$ cat config.mk
export PLATFORM = sky130hd
export DESIGN_NAME = rr_arbiter4_flat
export DESIGN_NICKNAME = d
export VERILOG_FILES = /design/src/rtl/arb_pkg.sv /design/src/rtl/rr_arbiter4_if.sv /design/src/rtl/rr_pick4.sv /design/src/rtl/rr_arbiter4.sv /design/src/flat_wrapper.sv
export SDC_FILE = /design/constraint.sdc
export NUM_CORES = 1
export LEC_CHECK = 0
export ABC_AREA = 1
export ABC_CLOCK_PERIOD_IN_PS = 3200
export CAP_MARGIN = 0
export CORE_MARGIN = 2
export CORE_UTILIZATION = 35
export DETAILED_ROUTE_END_ITERATION = 12
export GPL_TIMING_DRIVEN = 0
export SLEW_MARGIN = 20
export SYNTH_ARGS = -nofsm -noshare
export SYNTH_HDL_FRONTEND = slang
export SYNTH_HIERARCHICAL = 1
export SYNTH_SLANG_ARGS = --single-unit
$ cat constraint.sdc
create_clock -name clk -period 3.2 [get_ports clk]
set_clock_uncertainty 0.1 [all_clocks]
set_input_delay 0.8 -clock clk [delete_from_list [all_inputs] [get_ports clk]]
set_output_delay 0.8 -clock clk [all_outputs]
set_load 0.005 [all_outputs]
$ cat src/rtl/arb_pkg.sv
// Shared types and helpers for the 4-way round-robin arbiter.
package arb_pkg;

  localparam int unsigned N_REQ = 4;
  localparam int unsigned IDX_W = 2;

  typedef enum logic {
    IDLE  = 1'b0,
    GRANT = 1'b1
  } state_e;

  // 4:2 encode of a one-hot (or zero) vector; zero maps to index 0.
  function automatic logic [IDX_W-1:0] onehot4_to_idx(input logic [N_REQ-1:0] oh);
    logic [IDX_W-1:0] idx;
    idx = '0;
    for (int i = 0; i < int'(N_REQ); i++) begin
      if (oh[i]) idx = IDX_W'(i);
    end
    return idx;
  endfunction

endpackage

$ cat src/rtl/rr_arbiter4_if.sv
// Request/grant bundle between requesting units and the arbiter.
interface rr_arbiter4_if;
  import arb_pkg::*;

  logic [N_REQ-1:0] req;
  logic [N_REQ-1:0] gnt;
  logic [IDX_W-1:0] gnt_idx;
  logic             gnt_valid;

  modport master (output req, input gnt, input gnt_idx, input gnt_valid);
  modport slave  (input req, output gnt, output gnt_idx, output gnt_valid);
endinterface

$ cat src/rtl/rr_pick4.sv
// Combinational rotating-priority pick: first set req bit searching ptr, ptr+1, ... mod 4.
module rr_pick4
  import arb_pkg::*;
(
  input  logic [N_REQ-1:0] req,
  input  logic [IDX_W-1:0] ptr,
  output logic [N_REQ-1:0] pick_oh,
  output logic [IDX_W-1:0] pick_idx,
  output logic             pick_any
);

  // Scan from the lowest priority up so the highest-priority hit wins the last write.
  always_comb begin
    pick_oh = '0;
    for (int k = int'(N_REQ) - 1; k >= 0; k--) begin
      if (req[ptr + IDX_W'(k)]) begin
        pick_oh = N_REQ'(1) << (ptr + IDX_W'(k));
      end
    end
  end

  assign pick_any = |req;
  assign pick_idx = onehot4_to_idx(pick_oh);

endmodule

$ cat src/rtl/rr_arbiter4.sv
// Round-robin arbiter for four requesters with a bounded hold time per grant.
module rr_arbiter4
  import arb_pkg::*;
#(
  parameter int unsigned MAX_HOLD = 4
) (
  input  logic         clk,
  input  logic         rst,
  rr_arbiter4_if.slave bus
);

  localparam int unsigned CNT_W = $clog2(MAX_HOLD) + 1;
  localparam logic [CNT_W-1:0] HOLD_LAST = CNT_W'(MAX_HOLD - 1);

  state_e           state_q, state_d;
  logic [IDX_W-1:0] ptr_q, ptr_d;
  logic [IDX_W-1:0] idx_q, idx_d;
  logic [CNT_W-1:0] hold_q, hold_d;
  logic [N_REQ-1:0] gnt_q, gnt_d;
  logic             valid_q, valid_d;

  logic             release_c;
  logic [IDX_W-1:0] search_ptr_c;
  logic [N_REQ-1:0] pick_oh;
  logic [IDX_W-1:0] pick_idx;
  logic             pick_any;

  // Owner gives up the slot when it stops asking or has used its full hold window.
  assign release_c    = (state_q == GRANT) && (!bus.req[idx_q] || (hold_q == HOLD_LAST));
  assign search_ptr_c = release_c ? (idx_q + IDX_W'(1)) : ptr_q;

  rr_pick4 u_pick (
    .req      (bus.req),
    .ptr      (search_ptr_c),
    .pick_oh  (pick_oh),
    .pick_idx (pick_idx),
    .pick_any (pick_any)
  );

  always_comb begin
    state_d = state_q;
    ptr_d   = ptr_q;
    hold_d  = hold_q;
    gnt_d   = gnt_q;
    idx_d   = idx_q;
    valid_d = valid_q;
    case (state_q)
      IDLE: begin
        if (pick_any) begin
          state_d = GRANT;
          gnt_d   = pick_oh;
          idx_d   = pick_idx;
          valid_d = 1'b1;
          hold_d  = '0;
        end
      end
      GRANT: begin
        if (release_c) begin
          // Re-arbitrate in the release cycle so a waiting requester sees no idle bubble.
          ptr_d  = search_ptr_c;
          hold_d = '0;
          if (pick_any) begin
            gnt_d   = pick_oh;
            idx_d   = pick_idx;
            valid_d = 1'b1;
          end else begin
            state_d = IDLE;
            gnt_d   = '0;
            idx_d   = '0;
            valid_d = 1'b0;
          end
        end else begin
          hold_d = hold_q + CNT_W'(1);
        end
      end
      default: begin
        state_d = IDLE;
        gnt_d   = '0;
        idx_d   = '0;
        valid_d = 1'b0;
        hold_d  = '0;
      end
    endcase
  end

  always_ff @(posedge clk) begin
    if (rst) begin
      state_q <= IDLE;
      ptr_q   <= '0;
      hold_q  <= '0;
      gnt_q   <= '0;
      idx_q   <= '0;
      valid_q <= 1'b0;
    end else begin
      state_q <= state_d;
      ptr_q   <= ptr_d;
      hold_q  <= hold_d;
      gnt_q   <= gnt_d;
      idx_q   <= idx_d;
      valid_q <= valid_d;
    end
  end

  assign bus.gnt       = gnt_q;
  assign bus.gnt_idx   = idx_q;
  assign bus.gnt_valid = valid_q;

endmodule

$ cat src/flat_wrapper.sv
// flat-port wrapper written by rule: the top's interface ports become plain ports
module rr_arbiter4_flat import arb_pkg::*;
#(
  parameter int unsigned MAX_HOLD = 4
)
  (clk, rst, bus_req, bus_gnt, bus_gnt_idx, bus_gnt_valid);
  rr_arbiter4_if bus_i ();
  input  logic clk;
  input  logic rst;
  input wire logic [$bits(bus_i.req)-1:0] bus_req;
  output wire logic [$bits(bus_i.gnt)-1:0] bus_gnt;
  output wire logic [$bits(bus_i.gnt_idx)-1:0] bus_gnt_idx;
  output wire logic [$bits(bus_i.gnt_valid)-1:0] bus_gnt_valid;
  assign bus_i.req = bus_req;
  assign bus_gnt = bus_i.gnt;
  assign bus_gnt_idx = bus_i.gnt_idx;
  assign bus_gnt_valid = bus_i.gnt_valid;
  rr_arbiter4 #(.MAX_HOLD(MAX_HOLD)) u_core (.clk(clk), .rst(rst), .bus(bus_i));
endmodule
# --- Yosys cells after proc, flatten, opt, wreduce, memory -nomap -nowiden ---
# Index checks and enable logic that the tools add are counted.
word_totals:
  word_cells: 65
  output_inout_bits: 7
  in_bits: 6
  ff_bits: 13
op_classes:
  bitwise_logic: 1
  n_eq_ne: 3
  addsub: 5
  n_mux: 35
  reduce_logical: 6
  magnitude_cmp: 5
  shifts: 4
ops:
  columns: ["cell", "n"]
  rows:
  - ["$mux W4", 7]
  - ["$shl A1 B2 Y4 const A", 4]
  - ["$lt A2 B3 Y1 const B", 5]
  - ["$mux W2", 6]
  - ["$bmux W1 S2", 5]
  - ["$mux W1", 10]
  - ["$pmux W4 S2", 1]
  - ["$mux W3", 2]
  - ["$pmux W3 S2", 1]
  - ["$add A2 B1 Y2 const B", 2]
  - ["$add A2 B2 Y2 const B", 2]
  - ["$pmux W1 S2", 2]
  - ["$pmux W2 S2", 1]
  - ["$reduce_and A2 Y1", 2]
  - ["$reduce_or A4 Y1", 1]
  - ["$add A3 B1 Y3 const B", 1]
  - ["$eq A3 B2 Y1 const B", 1]
  - ["$ne A2 B1 Y1 const B", 1]
  - ["$ne A2 B2 Y1 const B", 1]
  - ["$logic_and A1 B1 Y1", 1]
  - ["$logic_not A1 Y1", 1]
  - ["$logic_or A1 B1 Y1", 1]
  - ["$not A1 Y1", 1]

# --- Longest topological paths before layout ---
# Gate-level depths: netlist of the first run.
depth:
  ltp_word: 19
  ltp_mapped: 22
  ltp_nobuf: 22

# --- Cells and area by module ---
# The synthesis of the first run kept the hierarchy.
by_module_without_submodules:
  columns: ["module", "n_inst", "seq_area_each_um2", "area_per_inst_um2", "cells_per_inst"]
  rows:
  - ["rr_arbiter4", 1, 260.2, 605.6, 81]
  - ["rr_pick4", 1, 0.0, 426.7, 70]

# --- Least setup slack after synthesis of the first run ---
# No wires, ideal clock.
synth_path:
  kind: "input port to flip-flop"
  start: "input bus_req[3]"
  end: "register u_core.idx_q[0] (netlist: u_core/bus.gnt_idx[0])"
  required_time_ns: 3.030
  setup_time_ns: 0.070
  n_path_buf: 0
  path_stages: 21
  arrival_ns: 2.809
  setup_slack_ns: 0.220
  path_cell_list: "inv_1 -> nand2_1 -> nand3_1 -> nand2_2 -> nand2_1 -> nand2_2 -> o21ai_0 -> inv_1 -> inv_2 -> ha_1 -> inv_1 -> nand3_2 -> nand2_4 -> nand2_1 -> clkinv_1 -> nand2_2 -> a21oi_4 -> nand2_1 -> nand2_1 -> nand3_1 -> a21oi_1"
synth_via:
  elab_chain_len: 19
  word_cells_on_any_way: 36
  cone_classes: "3 x add/sub; 2 x eq/ne; 4 x shift; 22 x mux; 5 x reduce/logical"
synth_lines:
  columns: ["item", "line_no", "text"]
  rows:
  - ["start, declared", "flat_wrapper.sv:10", "input wire logic [$bits(bus_i.req)-1:0] bus_req;"]
  - ["$bmux W1 S2 (*)", "rr_arbiter4.sv:29", "assign release_c = (state_q == GRANT) && (!bus.req[idx_q] || (hold_q == HOLD_LAST));"]
  - ["$mux W1 (implied by the code) (*)", "rr_arbiter4.sv:29", null]
  - ["$logic_not A1 Y1 (*)", "rr_arbiter4.sv:29", null]
  - ["$logic_or A1 B1 Y1 (*)", "rr_arbiter4.sv:29", null]
  - ["$logic_and A1 B1 Y1 (*)", "rr_arbiter4.sv:29", null]
  - ["$mux W2 (*)", "rr_arbiter4.sv:30", "assign search_ptr_c = release_c ? (idx_q + IDX_W'(1)) : ptr_q;"]
  - ["net u_core.search_ptr_c[0]", "rr_arbiter4.sv:23", "logic [IDX_W-1:0] search_ptr_c;"]
  - ["$add A2 B2 Y2", "rr_pick4.sv:16, rr_pick4.sv:17", null]
  - ["(+5 left out)", null, null]
  - ["$mux W4 (*)", "rr_pick4.sv:16", "if (req[ptr + IDX_W'(k)]) begin"]
  - ["$mux W1", "arb_pkg.sv:17", "if (oh[i]) idx = IDX_W'(i);"]
  - ["$mux W2", "arb_pkg.sv:17", null]
  - ["$mux W2 (*)", "arb_pkg.sv:17", null]
  - ["net u_core.pick_idx[0]", "rr_arbiter4.sv:25", "logic [IDX_W-1:0] pick_idx;"]
  - ["$mux W2", "rr_arbiter4.sv:62", "if (pick_any) begin"]
  - ["$mux W2", "rr_arbiter4.sv:58", "if (release_c) begin"]
  - ["$pmux W2 S2 (*)", "rr_arbiter4.sv:47", "case (state_q)"]
  - ["end signal, assigned", "rr_arbiter4.sv:99", "idx_q <= idx_d;"]
  - ["end, declared", "rr_arbiter4.sv:17", "logic [IDX_W-1:0] idx_q, idx_d;"]
# The timed path passes the listed nets; every way through them passes the cells marked *. The select of a mux whose other input is x is not followed.
# A chain may end at the register's enable or synchronous reset.

# --- Final worst setup path of the first run ---
# Ends and elaborated chain as after synthesis.

==> flow_metrics.py, run 1 <==
metrics = {
    "min_path": {
        "hp-start": "u_core/bus.gnt[3]",
        "holdPathStages": 2,
        "hold_class": "reg -> reg",
    },
    "synthesis": {
        "synth_top_area_share_pct": 25.2,
        "synth_area_mm2": 0.00103,
        "yosysUniqueCellTypes": 23,
        "yosysTopAreaCell": "dfxtp_1",
        "synth_top_flop_cell": "dfxtp_1",
        "synth_seq_area_share_pct": 25.2,
        "synth.avg_cell_area_um2": 6.84,
        "ys_async_sr_fraction_pct": 0,
        "synth_edf_count": 0,
        "synth_warnings": 6,
        "synth_most_common_cell": "nand2_1",
        "synth_cells": 151,
        "synthTopCellsByCount": "nand2_1, inv_1, nand3_1",
        "ys_seq_elements": 13,
        "syn-num-nets": 166,
        "synth_area_leaders": "dfxtp_1, nand2_1, ha_1",
    },
    "setup_path": {
        "crit_end": "u_core/bus.gnt_idx[0]",
        "reg2reg_depth": 21,
        "critPathTopFamily": "simple AND/OR/NAND/NOR gates",
        "r2r-end": "u_core/bus.gnt_idx[0]",
        "path_depth": 22,
        "cpMostUsedCell": "nand2_1",
        "worstPathCellList": "clkbuf_2 -> inv_1 -> nand2_1 -> nand3_1 -> nand2_2 -> nand2_1 -> nand2_2 -> o21ai_1 -> inv_2 -> inv_6 -> ha_4 -> inv_1 -> nand3_2 -> nand2_4 -> nand2_1 -> clkinv_1 -> nand2_2 -> a21oi_4 -> nand2_1 -> nand2_1 -> nand3_1 -> a21oi_1",
        "cp.arrival_ns": 2.91,
        "slowest_delay_ns": 0.22,
        "critPathBufInv": 6,
        "slowest_stage": "ha_4",
        "crit_path_max_fanout": 8,
        "crit_required_ns": 3.30,
        "crit_path_start": "bus_req[3]",
        "timing.rr.start": "u_core/hold_q[0]",
        "reg2reg_slack_ns": 0.53,
        "critPathLaunchType": "primary input",
        "cp-end-kind": "flop",
        "crit_type": "in -> reg",
    },
    "drt": {
        "vias_per_cell": 4.87,
        "drc_errors": 0,
        "avgRoutedWirePerCell_um": 10.7,
        "firstDrtPassIters": 4,
        "ant_nets": 0,
        "drt_iter0_markers": 8,
        "vias": 979,
        "drt_wl_total_um": 2150,
    },
    "placement": {
        "gp_congestion": 0.852,
        "io_buffer_count": 12,
        "dpl.cell_count": 194,
        "post-dp-hpwl_um": 1720,
    },
    "floorplan": {
        "io-pin-count": 13,
        "die_y_um": 58.3,
        "coreArea_mm2": 0.00278,
        "die_x_um": 58.3,
        "num_rows": 19,
        "initial_core_util_pct": 37.1,
        "die_area_mm2": 0.00340,
    },
    "sta": {
        "max_freq_mhz": 356,
        "hold_violations": 0,
        "setup_viol": 0,
        "worst_slew_pin_slew_ns": 0.423,
        "rsz0062_at_grt": "no",
        "whs_ns": 0.361,
        "max-slew-margin-rel_pct": 71.8,
        "setup_tns_ns": 0,
        "period_needed_ns": 2.81,
        "post-route-period-util_pct": 87.8,
        "slew_violations": 0,
    },
    "grt": {
        "grt_max_degree": 11,
        "grt_first_pass_wirelength_um": 3890,
        "grt.total_usage_pct": 14.1,
        "first_global_vias": 963,
        "grt.overflow.total": 0,
        "antenna_found_initial": 0,
    },
    "clocking": {
        "htreeDepth": 1,
        "cts_hold_buffers": 0,
        "clk_pin_slew_ns": 0.08,
        "clockBufferDepth": 2,
        "cts_tree": "yes",
        "insertion_delay_ns": 0.26,
        "cts.sinks": 13,
        "root_buffer": "clkbuf_4",
        "numCtsBuffers": 3,
    },
    "cells_and_area": {
        "final_cells": 201,
        "syn_to_final_growth_pct": 20.6,
        "fin_nets": 186,
        "diodes": 0,
        "drive_above_1_share_pct": 21.2,
    },
    "flow_run": {
        "maxCapViolCount": 0,
    },
    "power_and_ir_drop": {
        "p_leak_nw": 0.605,
        "power_density_mw_per_mm2": 818,
        "max-vdd-ir-drop_v": 0.000387,
    },
    "run_status": {
        "status": "completed",
    },
}
[report_power, final]
group	switching [mW]	total [mW]	internal, mW
sequential	0.0269	0.229	0.202
combinational	0.397	0.693	0.295
clock	0.0484	0.0965	0.0481
total	0.473	1.02	0.546
[worst min path at each step]
| stage | to | slack [ns] |
|---|---|---|
| after floorplan | u_core/ptr_q[1] | 0.34 |
| after global placement | u_core/bus.gnt[3] | 0.35 |
| after detailed placement | u_core/bus.gnt[2] | 0.36 |
| after CTS | u_core/bus.gnt[3] | 0.37 |
| after global routing | u_core/bus.gnt[3] | 0.38 |
| final | u_core/bus.gnt[3] | 0.36 |
[worst register-to-register path, delay by kind of cell (launching register included)]
kind / cells / cell delay, ns
AO/OA/AOI/OAI: 3 / 0.40
flip-flops: 1 / 0.32
AND/OR/NAND/NOR: 10 / 0.74
buffers and inverters: 5 / 0.44
adder cells (fa/ha/maj): 3 / 0.60
[layer usage]
layer	share of wire [%]	track usage, %	vias to the layer above
li1	-	-	522
met1	44	17.5	447
met5	0	0	-
met3	2.3	1.54	0
met2	53	25.4	10
met4	0	4.65	0
[state kept, by name (all words and copies together), names as in the netlist]
signal                cells
u_core/bus.gnt            4
u_core/hold_q             3
u_core/bus.gnt_idx        2
u_core/ptr_q              2
u_core/bus.gnt_valid      1
u_core/state_q            1
[cells in the final DEF (no fill, tap or decap), drive strengths merged]
cell type,count
inv,25
a21oi,14
nand2,46
xnor2,1
nor2,4
or4,1
o21ai,6
o211a,1
dfxtp,13
buf,3
nand3,26
nand3b,1
ha,9
clkinv,1
clkbuf,10
clkdlybuf4s50,8
o21bai,1
[area by class of cell]
| class | count | area [um^2] |
|---|---|---|
| Fill cell | 296 | 1540 |
| Inverter | 26 | 103 |
| Sequential cell | 13 | 260 |
| Tap cell | 31 | 38.8 |
| Timing Repair Buffer | 15 | 123 |
| Buffer | 2 | 7.51 |
| Clock buffer | 4 | 26.3 |
| Multi-Input combinational cell | 110 | 687 |
[through the flow]
step           worst slack (ns)  instance area, um^2  power, mW  utilization (%)
3_5_place_dp             -0.624                 1190      0.884             42.8
3_3_place_gp             -0.594                 1190      0.868             42.8
4_1_cts                   0.214                 1260       1.03             45.3
5_1_grt                  0.0968                 1240       1.13             44.8
2_1_floorplan             0.220                 1030      0.721                -
6_report                  0.389                 1240       1.02             44.8
[cells by family after synthesis]
| group | count (synthesis) | share of synthesized area, % |
|---|---|---|
| and+or+nand+nor | 78 | 40.0 |
| buffers and inverters | 28 | 10.2 |
| adders and majority gates | 9 | 10.9 |
| xor gates and xnor gates | 1 | 0.849 |
| DFF | 13 | 25.2 |
| AOI/OAI and AO/OA | 22 | 12.8 |
[timing repair]
action | 4_1_cts | 5_1_grt
endpoints found under the hold margin | 0 | 0
resized for setup | 12 | 8
setup buffers | 3 | 0
setup endpoints to repair | 6 | 3
pin swaps | 1 | 0
gates cloned | 0 | 0
No activity file was read; power rests on OpenSTA's default activity.
==> inputs of run 2 (changes only) <==
Settings changed: CORE_UTILIZATION 35 to 50, PLACE_DENSITY from default to 0.73.
==> run 2 against run 1 <==
Routed wire length up 5.1%. Sequential share of layout area about the same. Clock power up 1%. Die area down 28%. Via count up 2.7%. Worst setup slack worse by 0.092 ns. Critical endpoint unchanged. Highest routed layer is now met4.
==> flow_metrics.py, run 2 (same netlist as run 1, synthesis figures left out) <==
metrics = {
    "setup_path": {
        "critPathLaunchType": "primary input",
        "path_depth": 23,
        "slowest_delay_ns": 0.33,
        "reg2reg_slack_ns": 0.43,
        "slowest_stage": "ha_1",
        "crit_required_ns": 3.31,
        "critPathTopFamily": "simple AND/OR/NAND/NOR gates",
        "timing.rr.start": "u_core/hold_q[0]",
        "critPathBufInv": 6,
        "cpMostUsedCell": "nand2_1",
        "cp.arrival_ns": 3.01,
        "cp-end-kind": "flop",
        "worstPathCellList": "clkbuf_2 -> inv_1 -> nand2_1 -> nand3_1 -> nand2_2 -> nand2_1 -> nand2_2 -> nand2_1 -> o21ai_2 -> inv_2 -> inv_4 -> ha_1 -> inv_1 -> nand3_2 -> nand2_4 -> nand2_1 -> clkinv_1 -> nand2_2 -> a21oi_4 -> nand2_1 -> nand2_1 -> nand3_1 -> a21oi_2",
        "crit_type": "in -> reg",
        "reg2reg_depth": 19,
        "crit_path_max_fanout": 8,
        "r2r-end": "u_core/bus.gnt_idx[0]",
    },
    "sta": {
        "max-slew-margin-rel_pct": 69.5,
        "period_needed_ns": 2.90,
        "setup_viol": 0,
        "post-route-period-util_pct": 90.7,
        "worst_slew_pin_slew_ns": 0.457,
        "max_freq_mhz": 344,
        "slew_violations": 0,
        "setup_ws_ns": 0.297,
        "hold_violations": 0,
        "rsz0062_at_grt": "no",
    },
    "cells_and_area": {
        "stdcell_area_mm2": 0.00125,
        "drive_above_1_share_pct": 22.7,
        "fin_nets": 188,
        "fill_cells": 209,
        "layout_commonest_cell": "nand2_1",
        "final_cell_mix": "nand2_1, inv_1, nand3_1",
        "multi_input_area_um2": 682,
        "diodes": 0,
        "seqCellArea_um2": 260,
        "largest_reg_flops": 4,
        "syn_to_final_growth_pct": 20.8,
    },
    "min_path": {
        "holdPathStages": 2,
        "hold_class": "reg -> reg",
        "whs_endpoint": "u_core/bus.gnt[2]",
        "hp-start": "u_core/bus.gnt[2]",
    },
    "power_and_ir_drop": {
        "power_density_mw_per_mm2": 828,
        "max-vdd-ir-drop_v": 0.000424,
        "p_leak_nw": 0.615,
    },
    "drt": {
        "ant_nets": 0,
        "drc_errors": 0,
        "vias_per_cell": 5.05,
        "avgRoutedWirePerCell_um": 11.4,
        "firstDrtPassIters": 4,
        "drt_iter0_markers": 26,
        "vias": 1005,
        "drt_wl_total_um": 2260,
    },
    "placement": {
        "place_area_mm2": 0.00119,
        "io_buffer_count": 12,
        "post-dp-hpwl_um": 1740,
        "gp_congestion": 0.843,
        "dp_slack_ns": -0.667,
    },
    "clocking": {
        "clk_pin_slew_ns": 0.08,
        "numCtsBuffers": 3,
        "clockBufferDepth": 2,
        "root_buffer": "clkbuf_4",
        "cts_tree": "yes",
        "cts.sinks": 13,
        "cts_hold_buffers": 0,
        "htreeDepth": 1,
        "insertion_delay_ns": 0.27,
    },
    "grt": {
        "grt.total_usage_pct": 19.6,
        "antenna_found_initial": 0,
        "first_global_vias": 945,
        "grt.overflow.total": 0,
        "grt_max_degree": 11,
        "grt_first_pass_wirelength_um": 3730,
    },
    "floorplan": {
        "die_y_um": 49.4,
        "coreArea_mm2": 0.00196,
        "initial_core_util_pct": 52.6,
        "io-pin-count": 13,
        "num_rows": 16,
        "die_x_um": 49.4,
        "die_area_mm2": 0.00244,
    },
    "flow_run": {
        "maxCapViolCount": 0,
    },
    "run_status": {
        "status": "completed",
    },
}
run 2: cell count changes in the layout (fill, tap and decap cells not counted):
cell     delta
inv_6       -1
ha_1        +1
o21ai_1     -1
a21oi_1     -1
buf_4       +2
ha_4        -1
a21oi_2     +1
o21ai_2     +1
inv_4       +1
run 2: report_power, final:
| part | switching, mW | internal, mW |
|---|---|---|
| sequential | 0.0266 | 0.203 |
| combinational | 0.410 | 0.296 |
| clock | 0.0496 | 0.0483 |
run 2: metrics by stage:
stage	power (mW)	setup TNS, ns	hold slack, ns	std cells	utilization, %
detailed placement	0.886	-3.50	0.354	190	60.5
floorplan	0.721	0	0.340	151	-
global placement	0.860	-3.01	0.352	190	60.5
CTS	1.01	0	0.365	196	62.8
finish	1.03	0	0.361	199	63.6
global route	1.13	0	0.385	199	63.6
run 2: area by class of cell:
cell class | instances | share of cell area (%)
buffer | 2 | 0.602
clock buffer | 4 | 2.11
inverter | 26 | 8.02
multi-input combinational | 110 | 54.7
sequential | 13 | 20.9
tap | 27 | 2.71
timing repair buffer | 17 | 11.0
run 2: worst register-to-register path: stages, from the launching register on:
cell and delay, ns:
dfxtp_1 0.32, ha_1 0.20, ha_1 0.17, inv_1 0.11, nand2_1 0.09, nand2_2 0.10
nand2_1 0.11, nand2_4 0.11, inv_2 0.07, ha_1 0.32, inv_1 0.08, nand3_2 0.10
nand2_4 0.08, o21ai_1 0.12, inv_1 0.08, a21oi_4 0.17, nand2_1 0.06, nand2_1 0.06
nand3_1 0.09, a21oi_2 0.15
run 2: layer usage:
| metal | track usage, % | share of wire [%] | wire length [um] |
|---|---|---|---|
| met1 | 21.8 | 43 | 969 |
| met2 | 34.7 | 52 | 1170 |
| met3 | 3.37 | 2.3 | 52 |
| met4 | 11.1 | 3.1 | 70 |
| met5 | 0 | 0 | 0 |
run 2: worst max path at each step:
stage | startpoint | end | slack (ns)
after floorplan | bus_req[3] | u_core/bus.gnt_idx[0] | 0.22
after global placement | bus_req[1] | u_core/bus.gnt_idx[0] | -0.57
after detailed placement | bus_req[1] | u_core/bus.gnt_idx[0] | -0.67
after CTS | bus_req[1] | u_core/bus.gnt_idx[0] | 0.13
after global routing | bus_req[1] | u_core/bus.gnt_idx[0] | 0.08
final | bus_req[3] | u_core/bus.gnt_idx[0] | 0.30
run 2: what timing repair did:
item,in CTS,in global routing
pin swaps,0,1
buffers inserted,2,3
setup endpoints to repair,6,4
gates resized for setup,10,10
==> inputs of run 3 (changes only) <==
Settings changed: CELL_PAD_IN_SITES_DETAIL_PLACEMENT from default to 0, CELL_PAD_IN_SITES_GLOBAL_PLACEMENT from default to 1, CORE_MARGIN 2 to default, CORE_UTILIZATION 50 to 38, PLACE_DENSITY 0.73 to default, PLACE_DENSITY_LB_ADDON from default to 0.1.
==> run 3 against run 2 <==
Power shrank 2.0%. Sequential share of layout area shrank 0.12 points. Utilization fell by 14 points. Flip-flop and latch count unchanged. Critical path depth fell by 1. Worst setup slack got worse by 0.085 ns. Largest power group unchanged. Routed wire length is 1.5% lower. Final area up 0.60%. Die area increased by 20%. Clock-buffer cell count did not move. Critical path type unchanged. Highest routed layer unchanged. Global-route usage shrank 2.9 points.
==> flow_metrics.py, run 3 (same netlist as run 1, synthesis figures left out) <==
metrics = {
    "clocking": {
        "root_buffer": "clkbuf_4",
        "cts.sinks": 13,
        "numCtsBuffers": 3,
        "htreeDepth": 1,
        "cts_tree": "yes",
        "insertion_delay_ns": 0.26,
        "clockBufferDepth": 2,
        "clk_pin_slew_ns": 0.07,
    },
    "sta": {
        "setup_ws_ns": 0.212,
        "worst_slew_pin_slew_ns": 0.471,
        "rsz0062_at_grt": "no",
        "setup_viol": 0,
        "setup_tns_ns": 0,
        "max_freq_mhz": 335,
        "hold_violations": 0,
        "slew_violations": 0,
        "period_needed_ns": 2.99,
        "post-route-period-util_pct": 93.4,
        "whs_ns": 0.363,
        "max-slew-margin-rel_pct": 68.6,
    },
    "setup_path": {
        "critPathLaunchType": "primary input",
        "cpMostUsedCell": "nand2_1",
        "crit_type": "in -> reg",
        "critPathTopFamily": "simple AND/OR/NAND/NOR gates",
        "slowest_delay_ns": 0.27,
        "crit_path_max_fanout": 8,
        "slowest_stage": "dlygate4sd2_1",
        "crit_required_ns": 3.30,
        "cp-end-kind": "flop",
        "critPathBufInv": 6,
        "cp.arrival_ns": 3.09,
        "worstPathCellList": "dlygate4sd2_1 -> inv_1 -> nand2_1 -> nand3_1 -> nand2_2 -> nand2_1 -> nand2_2 -> o21ai_1 -> inv_2 -> inv_6 -> ha_4 -> inv_1 -> nand3_2 -> nand2_4 -> nand2_1 -> clkinv_1 -> nand2_2 -> a21oi_4 -> nand2_1 -> nand2_1 -> nand3_1 -> a21oi_1",
    },
    "flow_run": {
        "maxCapViolCount": 0,
    },
    "drt": {
        "drt_iter0_markers": 17,
        "ant_nets": 0,
        "topRoutingLayerUsed": "met4",
        "wl_met2_um": 997,
        "drc_errors": 0,
        "vias_per_cell": 4.93,
        "drt_wl_total_um": 2230,
        "avgRoutedWirePerCell_um": 11.2,
        "vias": 982,
        "met3_length_um": 110,
        "met1_length_um": 1110,
        "firstDrtPassIters": 5,
    },
    "floorplan": {
        "coreArea_mm2": 0.00252,
        "io-pin-count": 13,
        "die_x_um": 54.1,
        "die_y_um": 54.1,
        "num_rows": 18,
        "die_area_mm2": 0.00293,
        "initial_core_util_pct": 40.9,
    },
    "placement": {
        "io_buffer_count": 12,
        "gp_congestion": 0.793,
        "dp_slack_ns": -0.732,
        "place_area_mm2": 0.00119,
        "dpl.cell_count": 193,
        "post-dp-hpwl_um": 1680,
    },
    "cells_and_area": {
        "final_cell_mix": "nand2_1, inv_1, nand3_1",
        "fin_nets": 185,
        "post-route-util_pct": 49.8,
        "layout_commonest_cell": "nand2_1",
        "drive_above_1_share_pct": 18.3,
        "stdcell_area_mm2": 0.00125,
        "syn_to_final_growth_pct": 21.6,
        "largest_reg_flops": 4,
        "final_cells": 199,
        "diodes": 0,
    },
    "power_and_ir_drop": {
        "power_density_mw_per_mm2": 807,
        "p_leak_nw": 0.602,
        "max-vdd-ir-drop_v": 0.000397,
        "power_mw": 1.01,
    },
    "min_path": {
        "hold_class": "reg -> reg",
    },
    "run_status": {
        "status": "completed",
    },
    "grt": {
        "grt.overflow.total": 0,
        "grt_max_degree": 11,
        "antenna_found_initial": 0,
        "grt_first_pass_wirelength_um": 3560,
        "grt.total_usage_pct": 16.6,
        "first_global_vias": 812,
    },
}
[run 3: what timing repair did]
item                                    CTS  global route
setup buffers                             1             1
gates cloned                              0             0
endpoints found under the setup margin    6             1
gates resized for setup                  12             3
hold buffers                              0             0
[run 3: final cells by class]
class                   count  area, um^2
fillers                   280        1270
plain buffers               2        7.51
repair buffers             14         134
well taps                  30        37.5
multi-input cells         110         687
clock buffers               4        26.3
inverters                  26         103
flip-flops and latches     13         260
[run 3: path summary, 6_finish.rpt]
path | start | slack, ns | depth (start not counted) | end
hold / removal | u_core/bus.gnt[1] | 0.36 | 2 | u_core/bus.gnt[1]
setup reg to reg | u_core/bus.gnt_idx[0] | 0.50 | 20 | u_core/bus.gnt_idx[0]
setup / recovery | bus_req[3] | 0.21 | 22 | u_core/bus.gnt_idx[0]
hold reg to reg | u_core/bus.gnt[1] | 0.36 | 2 | u_core/bus.gnt[1]
[run 3: where the power goes]
group / leakage (nW) / total, mW / switching (mW) / internal [mW]
clock network: 0.0150 / 0.0956 / 0.0474 / 0.0482
logic: 0.480 / 0.686 / 0.395 / 0.291
registers: 0.107 / 0.231 / 0.0286 / 0.202
total: 0.602 / 1.01 / 0.471 / 0.542
[run 3: metal layers]
layer | up-vias | global-route usage (%)
met3 | 2 | 4.80
met1 | 436 | 21.5
met4 | 0 | 2.99
met2 | 22 | 27.2
met5 | - | 0
li1 | 522 | -
[run 3: tightest hold or removal path, delay by kind of cell, from the launching register on]
kind | cells | cell delay, ns
AND/OR/NAND/NOR | 1 | 0.06
AO/OA/AOI/OAI | 1 | 0.05
flip-flops | 1 | 0.31
